File: config.mk
export PLATFORM = sky130hd
export DESIGN_NAME = fetch_sequencer
export DESIGN_NICKNAME = d
export VERILOG_FILES = /design/src/rtl/fetch_sequencer.sv
export SDC_FILE = /design/constraint.sdc
export NUM_CORES = 1
export LEC_CHECK = 0
export CELL_PAD_IN_SITES_DETAIL_PLACEMENT = 2
export CELL_PAD_IN_SITES_GLOBAL_PLACEMENT = 2
export CORE_MARGIN = 1
export CORE_UTILIZATION = 29
export CTS_BUF_LIST = sky130_fd_sc_hd__clkbuf_8
export DETAILED_ROUTE_END_ITERATION = 10
export PLACE_DENSITY = 0.87
export SYNTH_ARGS = -nofsm -noshare
export SYNTH_HDL_FRONTEND = slang
export SYNTH_SLANG_ARGS = --single-unit
File: constraint.sdc
create_clock -name clk -period 6.5 [get_ports clk]
set_clock_uncertainty 0.1 [all_clocks]
set_input_delay 0.65 -clock clk [delete_from_list [all_inputs] [get_ports clk]]
set_output_delay 0.65 -clock clk [all_outputs]
set_load 0.005 [all_outputs]
File: src/rtl/fetch_sequencer.sv
// fetch_sequencer: multi-cycle fetch/decode/exec/commit sequencer with branch resolution and trap entry/return
module fetch_sequencer #(
    parameter logic [31:0] RESET_PC = 32'h0000_0000,
    parameter logic [31:0] NOP_INST = 32'h0000_0013
) (
    input  logic        clk,
    input  logic        rst,
    output logic        imem_req,
    output logic [31:0] imem_addr,
    input  logic        imem_ack,
    input  logic [31:0] imem_rdata,
    output logic [31:0] inst,
    output logic [31:0] pc,
    output logic [31:0] link_addr,
    input  logic [31:0] alu_result,
    input  logic        is_lt,
    input  logic        is_ltu,
    input  logic        is_zero,
    output logic        gpr_we_n,
    output logic        csr_we_n,
    input  logic [31:0] mtvec,
    input  logic [31:0] mepc,
    output logic        mepc_we_n,
    output logic [31:0] mepc_wdata,
    output logic [31:0] mcause_wdata,
    output logic        retire
);
    localparam logic [6:0] OP_LUI    = 7'b0110111;
    localparam logic [6:0] OP_AUIPC  = 7'b0010111;
    localparam logic [6:0] OP_JAL    = 7'b1101111;
    localparam logic [6:0] OP_JALR   = 7'b1100111;
    localparam logic [6:0] OP_BRANCH = 7'b1100011;
    localparam logic [6:0] OP_LOAD   = 7'b0000011;
    localparam logic [6:0] OP_STORE  = 7'b0100011;
    localparam logic [6:0] OP_IMM    = 7'b0010011;
    localparam logic [6:0] OP_OP     = 7'b0110011;
    localparam logic [6:0] OP_SYSTEM = 7'b1110011;
    localparam logic [6:0] OP_MISC   = 7'b0001111;

    typedef enum logic [2:0] {FETCH, DECODE, EXEC, COMMIT, TRAP} state_t;

    state_t      state_q;
    logic [31:0] pc_q, inst_q, link_q, next_pc_q, mepc_wdata_q, mcause_wdata_q;
    logic        imem_req_q, gpr_we_n_q, csr_we_n_q, mepc_we_n_q, retire_q;

    logic [6:0]  opc;
    logic [2:0]  f3;
    logic [31:0] imm_j, imm_b, target, next_pc_d, cause_d, tvec;
    logic        is_br, is_jal, is_jalr, is_sys, is_csr, is_ecall, is_ebreak, is_mret;
    logic        legal, taken, redirect, trap_d, wr_rd;

    assign opc       = inst_q[6:0];
    assign f3        = inst_q[14:12];
    assign imm_j     = {{12{inst_q[31]}}, inst_q[19:12], inst_q[20], inst_q[30:21], 1'b0};
    assign imm_b     = {{20{inst_q[31]}}, inst_q[7], inst_q[30:25], inst_q[11:8], 1'b0};
    assign tvec      = mtvec & ~32'h3;
    assign is_br     = opc == OP_BRANCH;
    assign is_jal    = opc == OP_JAL;
    assign is_jalr   = opc == OP_JALR;
    assign is_sys    = opc == OP_SYSTEM;
    assign is_csr    = is_sys && f3 != 3'b000;
    assign is_ecall  = is_sys && f3 == 3'b000 && inst_q[31:20] == 12'h000;
    assign is_ebreak = is_sys && f3 == 3'b000 && inst_q[31:20] == 12'h001;
    assign is_mret   = is_sys && f3 == 3'b000 && inst_q[31:20] == 12'h302;
    assign legal     = opc == OP_LUI || opc == OP_AUIPC || is_jal || is_jalr || is_br || opc == OP_LOAD ||
                       opc == OP_STORE || opc == OP_IMM || opc == OP_OP || is_sys || opc == OP_MISC;
    assign wr_rd     = inst_q[11:7] != 5'd0 && (opc == OP_LUI || opc == OP_AUIPC || is_jal || is_jalr ||
                       opc == OP_LOAD || opc == OP_OP || opc == OP_IMM || is_csr);

    // Branch resolution from the active-low flags, next-PC selection and trap decision for DECODE/EXEC
    always_comb begin
        taken     = f3[2] ? ((f3[1] ? is_ltu : is_lt) ^ ~f3[0]) : (is_zero ^ ~f3[0]);
        redirect  = is_jal || is_jalr || (is_br && taken);
        target    = is_jalr ? (alu_result & ~32'h1) : pc_q + (is_jal ? imm_j : imm_b);
        next_pc_d = is_mret ? mepc : redirect ? target : pc_q + 32'd4;
        trap_d    = (state_q == DECODE) ? (!legal || (is_br && f3[2:1] == 2'b01))
                                        : ((redirect && !is_jalr && target[1]) || is_ecall || is_ebreak);
        cause_d   = (state_q == DECODE) ? 32'd2 : is_ecall ? 32'd11 : is_ebreak ? 32'd3 : 32'd0;
    end

    // Sequencer state, PC, instruction latch and every registered output
    always_ff @(posedge clk or posedge rst) begin
        if (rst) begin
            state_q        <= FETCH;
            pc_q           <= RESET_PC;
            link_q         <= RESET_PC + 32'd4;
            next_pc_q      <= RESET_PC;
            inst_q         <= NOP_INST;
            imem_req_q     <= 1'b0;
            gpr_we_n_q     <= 1'b1;
            csr_we_n_q     <= 1'b1;
            mepc_we_n_q    <= 1'b1;
            retire_q       <= 1'b0;
            mepc_wdata_q   <= 32'd0;
            mcause_wdata_q <= 32'd0;
        end else begin
            case (state_q)
                FETCH: begin
                    if (!imem_req_q) begin
                        imem_req_q <= 1'b1;
                    end else if (imem_ack) begin
                        inst_q     <= imem_rdata;
                        imem_req_q <= 1'b0;
                        state_q    <= DECODE;
                    end
                end
                DECODE, EXEC: begin
                    if (trap_d) begin
                        state_q        <= TRAP;
                        mepc_we_n_q    <= 1'b0;
                        mepc_wdata_q   <= pc_q;
                        mcause_wdata_q <= cause_d;
                    end else if (state_q == DECODE) begin
                        state_q <= EXEC;
                    end else begin
                        state_q    <= COMMIT;
                        next_pc_q  <= next_pc_d;
                        gpr_we_n_q <= !wr_rd;
                        csr_we_n_q <= !is_csr;
                        retire_q   <= 1'b1;
                    end
                end
                COMMIT: begin
                    pc_q       <= next_pc_q;
                    link_q     <= next_pc_q + 32'd4;
                    gpr_we_n_q <= 1'b1;
                    csr_we_n_q <= 1'b1;
                    retire_q   <= 1'b0;
                    imem_req_q <= 1'b1;
                    state_q    <= FETCH;
                end
                TRAP: begin
                    pc_q        <= tvec;
                    link_q      <= tvec + 32'd4;
                    mepc_we_n_q <= 1'b1;
                    imem_req_q  <= 1'b1;
                    state_q     <= FETCH;
                end
                default: state_q <= FETCH;
            endcase
        end
    end

    assign imem_req     = imem_req_q;
    assign imem_addr    = pc_q;
    assign inst         = inst_q;
    assign pc           = pc_q;
    assign link_addr    = link_q;
    assign gpr_we_n     = gpr_we_n_q;
    assign csr_we_n     = csr_we_n_q;
    assign mepc_we_n    = mepc_we_n_q;
    assign mepc_wdata   = mepc_wdata_q;
    assign mcause_wdata = mcause_wdata_q;
    assign retire       = retire_q;
endmodule

==> impl_metrics.py, run 1 <==
metrics = {
    "synthesis": {
        "synth_area_leaders": "dfrtp_1 (36%), a21oi_1 (5.2%), mux2_2 (4.4%)",
        "yosysUniqueCellTypes": 77,
        "syn_inst": 1221,
        "synth.yosys.seq_area_share_pct": 37.59,
        "synth_area_leader_cell": "dfrtp_1",
        "synth-edff-count": 0,
        "ys_top_cells_by_count": "dfrtp_1 (162), nor2_1 (125), a21oi_1 (117), nand2_1 (109), buf_4 (64)",
        "synth_top_area_share_pct": 35.96,
        "syn_avg_cell_area_um2": 9.233,
        "synth-async-reset-ratio_pct": 100.0,
        "post-synth-top-count-cell": "dfrtp_1",
        "yosysWarnings": 0,
        "ys.flop_type": "dfrtp_1",
        "ys_seq_elements": 169,
        "synthesis.area_um2": 11270,
    },
    "sta": {
        "maxSlewViolCount": 0,
        "relSlewSlack_pct": 15.74,
        "worstMarginPinSlew_ns": 1.258,
        "setup_tns_ns": 0,
        "rsz0062_at_grt": "no",
        "period_needed_ns": 5.127,
        "period_share_pct": 78.88,
        "hold_violations": 0,
        "max_freq_mhz": 195.0,
        "setup_viol": 0,
    },
    "power_and_ir_drop": {
        "p_sw_uw": 3916,
        "p_total_uw": 8401,
        "ir_worst_vdd_v": 0.0002207,
        "intPower_uw": 4485,
        "p_comb_share_pct": 61.0,
        "p_sw_share_pct": 46.61,
        "clkPwrFrac_pct": 10.5,
        "pwr_density_cell_nw_per_um2": 565.8,
        "p_leak_uw": 0.005960,
        "power_frac_seq_pct": 28.5,
    },
    "worst_setup_path": {
        "cp-start-kind": "flip-flop",
        "cp_max_fo": 14,
        "path_class": "flip-flop to flip-flop",
        "critPathRequiredTime_ns": 6.85,
        "cp.arrival_ns": 5.48,
        "endpoint_kind": "flip-flop",
    },
    "detailed_routing": {
        "wl_per_cell_um": 23.85,
        "ant_nets": 0,
        "via_per_inst": 5.291,
        "wl_mm": 47.27,
        "num_vias": 10487,
        "firstDrtPassIters": 4,
        "drc": 0,
        "drt_iter0_drc": 479,
    },
    "cts": {
        "cts_buffer_depth": 2,
        "post_cts_buffers": 0,
        "clk_latency_ns": 0.51,
        "clock_sinks": 169,
        "ctsResizeCount": 0,
        "root_buffer": "clkbuf_8",
        "clk_pin_slew_ns": 0.11,
        "cts_buffers": 17,
        "cts-htree-levels": 4,
        "cts_tree": "yes",
        "hold_buffers": 0,
    },
    "placement": {
        "hpwl_mm": 36.04,
        "dp_cells": 1946,
        "globalplace.congestion": 0.8620,
        "portBuffers": 298,
    },
    "die": {
        "start_util_pct": 29.72,
        "dieArea_um2": 39670,
        "rows": 71,
        "core_area_um2": 37930,
        "die_w_um": 199.2,
        "ioPinCount": 331,
        "die_h_um": 199.2,
    },
    "grt": {
        "grt_util_all_layers_pct": 23.88,
        "grt_pass1_vias": 11425,
        "grt_pass1_wl_mm": 70.72,
        "grtUsageMet2_pct": 40.12,
        "grt_overflow": 0,
        "met3_usage_pct": 3.932,
        "grt_max_degree": 111,
        "busiest_layer": "met2",
        "antenna_found_initial": 5,
        "use_met1_pct": 30.50,
    },
    "run": {
        "drv_cap": 0,
    },
    "worst_hold_path": {
        "hold_class": "flip-flop to flip-flop",
    },
    "cells_and_area": {
        "layout-drive-gt1-share_pct": 10.57,
        "final_core_util_pct": 39.14,
        "fillers": 4157,
        "syn_to_final_growth_pct": 31.70,
        "instances_no_fill": 1982,
        "layout.nets": 1621,
    },
    "status": {
        "status": "complete, no violations",
    },
}
-- worst max-delay path: stages (launching register included) --
cell,delay (ns)
dfstp_2,0.58
nand4_1,0.17
nor2_1,0.35
and3_1,0.55
mux2_2,0.42
ha_1,0.23
fa_1,0.42
a21o_1,0.21
a221oi_1,0.54
o21bai_1,0.26
a41oi_1,0.34
o21ai_0,0.14
xnor2_1,0.15
a2111oi_0,0.45
a211o_1,0.15
-- through the flow --
stage	worst slack, ns	hold slack (ns)	cell area, um2
global placement	1.537	0.3482	14390
detailed placement	1.392	0.3603	14390
CTS	1.352	0.3775	14840
finish	1.373	0.3766	14850
global route	1.119	0.3970	14850
floorplan	1.187	0.3478	11380
-- path summary, 6_finish.rpt --
check / startpoint / end / slack (ns) / cells past startpoint
setup / recovery: inst[1] / next_pc_q[21] / 1.37 / 14
hold / removal: mepc_we_n / mepc_we_n / 0.38 / 2
setup reg to reg: inst[1] / next_pc_q[21] / 1.37 / 14
hold reg to reg: mepc_we_n / mepc_we_n / 0.38 / 2
max in group asynchronous: rst / inst[17] / 4.49 / 3
min in group asynchronous: rst / next_pc_q[2] / 0.51 / 2
-- final cells by class --
class	instances	area, um2	area share, %
sequential	169	4238	28.54
inverter	12	50.05	0.3371
tap	511	639.4	4.306
multi-input combinational	940	6360	42.84
clock buffer	19	261.5	1.761
antenna	4	10.01	0.06742
clock inverter	13	185.2	1.247
timing repair buffer	314	3103	20.90
-- cell families after synthesis --
| logic type | count (synthesis) | share of synthesized area [%] |
|---|---|---|
| adder cells (fa/ha/maj) | 33 | 3.729 |
| AND/OR/NAND/NOR | 394 | 17.18 |
| other | 1 | 0.03326 |
| XOR/XNOR | 81 | 6.293 |
| AO/OA/AOI/OAI | 298 | 16.65 |
| buffers and inverters | 140 | 7.270 |
| multiplexers | 105 | 11.25 |
| flip-flops | 169 | 37.59 |
-- flip-flops by register name, summed over array words and instances (netlist names) --
name,flops
imem_req,1
link_addr,30
csr_we_n,1
next_pc_q,32
mepc_wdata,32
gpr_we_n,1
mepc_we_n,1
inst,32
imem_addr,32
retire,1
mcause_wdata,3
state_q,3
-- power groups by stage --
stage / logic [uW] / clock network, uW / registers (uW)
floorplan: 3230 / 0 / 2050
global placement: 4790 / 0 / 2350
detailed placement: 5070 / 0 / 2400
finish: 5120 / 886 / 2390
global route: 5570 / 942 / 2460
CTS: 5140 / 913 / 2390
-- cell usage in the layout, fill, tap and decap left out, drive strengths merged, types with 6 or more instances in the layout --
master and instances:
a211oi 9, a21o 20, a21oi 117, a221oi 6, a31oi 11, and3 15, buf 16, clkbuf 19
clkdlybuf4s50 298, conb 29, dfrtp 162, dfstp 7, ha 32, inv 17, mux2 75, mux2i 30
nand2 110, nand2b 14, nand3 39, nand3b 6, nand4 20, nor2 125, nor2b 8, nor3 19
nor4 10, o211ai 21, o21a 6, o21ai 53, o22ai 10, xnor2 41, xor2 40
-- metal layers --
layer  up-vias  part of all wire (%)
met5         -                 0.019
met4         2                   2.9
met3        80                   4.5
met2       315                    48
met1      5327                    44
li1       4763                     -
(Power assumes the default switching activity.)
==> inputs of run 2 (changes only) <==
==> constraint.sdc (replaced) <==
create_clock -name clk -period 5.4 [get_ports clk]
set_clock_uncertainty 0.1 [all_clocks]
set_input_delay 0.54 -clock clk [delete_from_list [all_inputs] [get_ports clk]]
set_output_delay 0.54 -clock clk [all_outputs]
set_load 0.005 [all_outputs]
==> impl_metrics.py, run 2 (synthesized netlist as in run 1, its figures left out) <==
metrics = {
    "status": {
        "status": "complete, no violations",
    },
    "sta": {
        "rsz0062_at_grt": "no",
        "hold_ws_ns": 0.3735,
        "worstMarginPinSlew_ns": 1.129,
        "setup_tns_ns": 0,
        "max_freq_mhz": 211.7,
        "setup_ws_ns": 0.6759,
        "hold_violations": 0,
        "relSlewSlack_pct": 24.73,
        "maxSlewViolCount": 0,
        "period_share_pct": 87.48,
        "setup_viol": 0,
        "period_needed_ns": 4.724,
    },
    "detailed_routing": {
        "drt_iter0_drc": 490,
        "met3_length_mm": 2.283,
        "wl_mm": 47.14,
        "wl_per_cell_um": 23.77,
        "route.met2.wl_mm": 22.25,
        "via_per_inst": 5.273,
        "firstDrtPassIters": 4,
        "ant_nets": 0,
        "drc": 0,
        "top_layer_used": "met5",
        "wl_met1_mm": 21.26,
        "num_vias": 10457,
    },
    "cts": {
        "root_buffer": "clkbuf_8",
        "clock_sinks": 169,
        "cts-htree-levels": 4,
        "clk_pin_slew_ns": 0.11,
        "ctsResizeCount": 0,
        "cts_buffer_depth": 2,
        "cts_tree": "yes",
        "cts_buffers": 17,
        "post_cts_buffers": 0,
        "clk_latency_ns": 0.54,
        "hold_buffers": 0,
    },
    "grt": {
        "grt_util_all_layers_pct": 24.01,
        "grt_pass1_wl_mm": 70.95,
        "antenna_found_initial": 4,
        "grt_pass1_vias": 11449,
        "grt_overflow": 0,
        "grt_max_degree": 170,
    },
    "die": {
        "start_util_pct": 29.72,
        "rows": 71,
        "dieArea_um2": 39670,
        "ioPinCount": 331,
        "core_area_um2": 37930,
        "die_w_um": 199.2,
        "die_h_um": 199.2,
    },
    "power_and_ir_drop": {
        "p_total_uw": 10060,
        "power_frac_seq_pct": 28.5,
        "p_sw_uw": 4662,
        "p_sw_share_pct": 46.33,
        "p_leak_uw": 0.005961,
        "clkPwrFrac_pct": 10.3,
        "intPower_uw": 5401,
        "ir_worst_vdd_v": 0.0002515,
        "p_comb_share_pct": 61.3,
        "pwr_density_cell_nw_per_um2": 676.9,
    },
    "placement": {
        "globalplace.congestion": 0.8329,
        "portBuffers": 298,
        "hpwl_mm": 35.81,
        "place_area_um2": 14430,
        "place_ws_ns": 0.7166,
    },
    "cells_and_area": {
        "layout-drive-gt1-share_pct": 10.62,
        "layout.nets": 1623,
        "final_common_cell": "clkdlybuf4s50_1",
        "final_cell_mix": "clkdlybuf4s50_1 (298), dfrtp_1 (162), nor2_1 (125), a21oi_1 (117), nand2_1 (108)",
        "final_area_um2": 14870,
        "syn_to_final_growth_pct": 31.88,
    },
    "worst_hold_path": {
        "holdPathEnd": "mepc_we_n",
        "worstHoldStart": "mepc_we_n",
        "hold_depth": 2,
        "hold_class": "flip-flop to flip-flop",
    },
    "worst_setup_path": {
        "cp_max_fo": 14,
        "rrSetupSlack_ns": 0.68,
        "cp.arrival_ns": 5.03,
        "critPathRequiredTime_ns": 5.70,
        "r2r-end": "next_pc_q[28]",
        "reg2reg_from": "inst[1]",
        "rr_worst_depth": 14,
        "endpoint_kind": "flip-flop",
        "cp-start-kind": "flip-flop",
        "path_class": "flip-flop to flip-flop",
    },
    "run": {
        "drv_cap": 0,
    },
}
[run 2: cell count changes in the layout (fill, tap and decap cells not counted), sizes merged]
cell	previous run	this run
buf	16	18
diode	4	3
clkinv	5	2
clkinvlp	0	3
[run 2: through the flow]
step / utilization (%) / instances
finish: 39.19 / 1983
global route: 39.19 / 1983
CTS: 39.17 / 1980
detailed placement: 38.04 / 1948
global placement: 38.04 / 1948
floorplan: - / 1249
[run 2: power by group through the flow]
stage                     clock network (uW)  registers [uW]  logic (uW)
after floorplan                            0            2470        3890
after global routing                    1110            2950        6720
after detailed placement                   0            2880        6140
after global placement                     0            2830        5800
final                                   1030            2870        6170
after CTS                               1070            2860        6190
[run 2: worst max-delay path by stage]
stage / slack, ns / to / from
floorplan: 0.20 / imem_addr[0] / rst
global placement: 0.88 / next_pc_q[21] / inst[1]
detailed placement: 0.72 / next_pc_q[25] / inst[1]
CTS: 0.70 / next_pc_q[25] / inst[1]
global route: 0.35 / next_pc_q[25] / inst[0]
finish: 0.68 / next_pc_q[28] / inst[1]
[run 2: worst max-delay path, cell delays in order (launching register included)]
cell      delay [ns]
dfstp_2         0.58
nand4_1         0.13
nor2_1          0.32
and3_1          0.21
buf_4           0.20
mux2_2          0.37
ha_1            0.38
o211ai_1        0.13
o211ai_1        0.30
a41oi_1         0.27
o31a_1          0.46
o311ai_2        0.48
mux2i_1         0.13
o21ai_0         0.38
a31oi_1         0.15
[run 2: area by class of cell]
| type | count | area [um2] |
|---|---|---|
| sequential | 169 | 4238 |
| multi-input combinational | 940 | 6360 |
| inverter | 12 | 50.05 |
| clock inverter | 13 | 167.7 |
| antenna | 3 | 7.507 |
| timing repair buffer | 316 | 3143 |
| clock buffer | 19 | 261.5 |
| tap | 511 | 639.4 |
| fill | 4140 | 23070 |
[run 2: routing by layer]
layer  vias up  global-route usage, %
li1       4768                      -
met1      5286                  31.45
met2       333                  38.91
met3        68                  4.270
met4         2                  9.744
met5         -                      0
==> inputs of run 3 (changes only) <==
--- a/config.mk
+++ b/config.mk
@@ -8,10 +8,11 @@
 export CELL_PAD_IN_SITES_DETAIL_PLACEMENT = 2
 export CELL_PAD_IN_SITES_GLOBAL_PLACEMENT = 2
 export CORE_MARGIN = 1
-export CORE_UTILIZATION = 29
+export CORE_UTILIZATION = 25
 export CTS_BUF_LIST = sky130_fd_sc_hd__clkbuf_8
 export DETAILED_ROUTE_END_ITERATION = 10
-export PLACE_DENSITY = 0.87
+export DONT_BUFFER_PORTS = 1
+export PLACE_DENSITY = 0.62
 export SYNTH_ARGS = -nofsm -noshare
 export SYNTH_HDL_FRONTEND = slang
 export SYNTH_SLANG_ARGS = --single-unit
==> impl_metrics.py, run 3 (synthesized netlist as in run 1, its figures left out) <==
metrics = {
    "status": {
        "status": "complete, no violations",
    },
    "cts": {
        "cts_buffer_depth": 2,
        "clk_pin_slew_ns": 0.10,
        "post_cts_buffers": 0,
        "cts-htree-levels": 4,
        "root_buffer": "clkbuf_8",
        "clk_latency_ns": 0.56,
        "cts_tree": "yes",
        "clock_sinks": 169,
        "cts_buffers": 17,
        "ctsResizeCount": 0,
    },
    "die": {
        "die_w_um": 214.4,
        "die_h_um": 214.4,
        "dieArea_um2": 45950,
        "core_area_um2": 44320,
        "rows": 77,
        "start_util_pct": 25.44,
        "ioPinCount": 331,
    },
    "detailed_routing": {
        "firstDrtPassIters": 4,
        "met3_length_mm": 2.550,
        "top_layer_used": "met5",
        "num_vias": 9245,
        "wl_mm": 45.51,
        "drc": 0,
        "wl_per_cell_um": 25.03,
        "route.met2.wl_mm": 21.46,
        "via_per_inst": 5.085,
        "ant_nets": 0,
        "drt_iter0_drc": 419,
        "wl_met1_mm": 20.74,
    },
    "worst_setup_path": {
        "cp-start-kind": "flip-flop",
        "path_class": "flip-flop to flip-flop",
        "cp_max_fo": 10,
        "critPathRequiredTime_ns": 5.73,
        "endpoint_kind": "flip-flop",
        "cp.arrival_ns": 5.22,
    },
    "sta": {
        "setup_ws_ns": 0.5094,
        "rsz0062_at_grt": "no",
        "setup_tns_ns": 0,
        "setup_viol": 0,
        "hold_violations": 0,
        "worstMarginPinSlew_ns": 0.9421,
        "relSlewSlack_pct": 37.20,
        "maxSlewViolCount": 0,
        "period_needed_ns": 4.891,
        "period_share_pct": 90.57,
        "max_freq_mhz": 204.5,
    },
    "cells_and_area": {
        "layout-drive-gt1-share_pct": 12.90,
        "layout.nets": 1371,
        "final_cell_mix": "dfrtp_1 (162), nor2_1 (125), a21oi_1 (117), nand2_1 (108), o21ai_0 (51)",
        "instances_no_fill": 1818,
        "multi_input_area_um2": 6374,
        "final_common_cell": "dfrtp_1",
        "fillers": 5027,
        "syn_to_final_growth_pct": 10.47,
        "regArea_um2": 4238,
    },
    "placement": {
        "place_ws_ns": 0.4986,
        "globalplace.congestion": 0.8223,
        "hpwl_mm": 33.99,
        "dp_cells": 1733,
        "portBuffers": 0,
    },
    "grt": {
        "grt_util_all_layers_pct": 20.03,
        "antenna_found_initial": 11,
        "grt_pass1_wl_mm": 67.70,
        "grt_overflow": 0,
        "grt_pass1_vias": 9958,
        "grt_max_degree": 127,
    },
    "run": {
        "drv_cap": 0,
    },
    "power_and_ir_drop": {
        "pwr_density_cell_nw_per_um2": 709.1,
        "p_leak_uw": 0.004995,
        "ir_worst_vdd_v": 0.0002244,
    },
    "worst_hold_path": {
        "hold_class": "primary input to flip-flop",
    },
}
[run 3: path summary, 6_finish.rpt]
kind / startpoint / to / slack (ns) / cells after the start
worst min register to register: mepc_we_n / mepc_we_n / 0.39 / 2
worst max register to register: inst[1] / next_pc_q[25] / 0.51 / 15
worst max-delay path: inst[1] / next_pc_q[25] / 0.51 / 15
min in group asynchronous: rst / mepc_wdata[9] / 0.60 / 2
worst min-delay path: mepc[11] / next_pc_q[11] / 0.08 / 2
max in group asynchronous: rst / mepc_wdata[22] / 3.35 / 3
[run 3: layout make-up]
cell class	instances	area share [%]
Sequential cell	169	34.03
Antenna cell	9	0.1808
Timing Repair Buffer	64	4.742
Multi-Input combinational cell	940	51.18
Clock buffer	20	2.210
Tap cell	592	5.948
Inverter	12	0.4220
Clock inverter	12	1.286
[run 3: power by group]
part           switching [uW]  internal, uW  total (uW)  leakage (uW)
clock                     569           500        1070      0.000225
sequential               1110          1890        3000       0.00193
combinational            2730          2030        4760       0.00284
[run 3: what timing repair did]
action	4_1_cts	5_1_grt
endpoints found under the hold margin	161	0
setup endpoints to repair	0	0
hold buffers	44	0
[run 3: stage by stage]
step | instance area [um2] | hold WS (ns) | total power, uW | utilization, %
2_1_floorplan | 11380 | 0.3478 | 6358 | -
3_3_place_gp | 11550 | 0.3635 | 7631 | 26.07
3_5_place_dp | 11550 | 0.3685 | 7817 | 26.07
4_1_cts | 12430 | 0.01044 | 8968 | 28.05
5_1_grt | 12450 | 0.04508 | 9601 | 28.08
6_report | 12450 | 0.07591 | 8831 | 28.10
[run 3: critical path: stages, from the launching register on]
cell and delay (ns):
dfstp_2 0.59, nand4_1 0.16, nor2_1 0.37, and3_1 0.34
buf_4 0.22, nor2b_1 0.14, a21o_1 0.19, ha_1 0.37
a211oi_1 0.28, o21bai_1 0.15, nand2b_1 0.16, a221oi_1 0.60
nand2_1 0.16, a21o_1 0.21, a2111oi_0 0.60, o31ai_1 0.15
[run 3: routing by layer]
metal | track usage [%] | vias to the layer above
li1 | - | 4254
met1 | 25.72 | 4719
met5 | 0 | -
met4 | 7.381 | 8
met3 | 5.660 | 47
met2 | 31.87 | 217
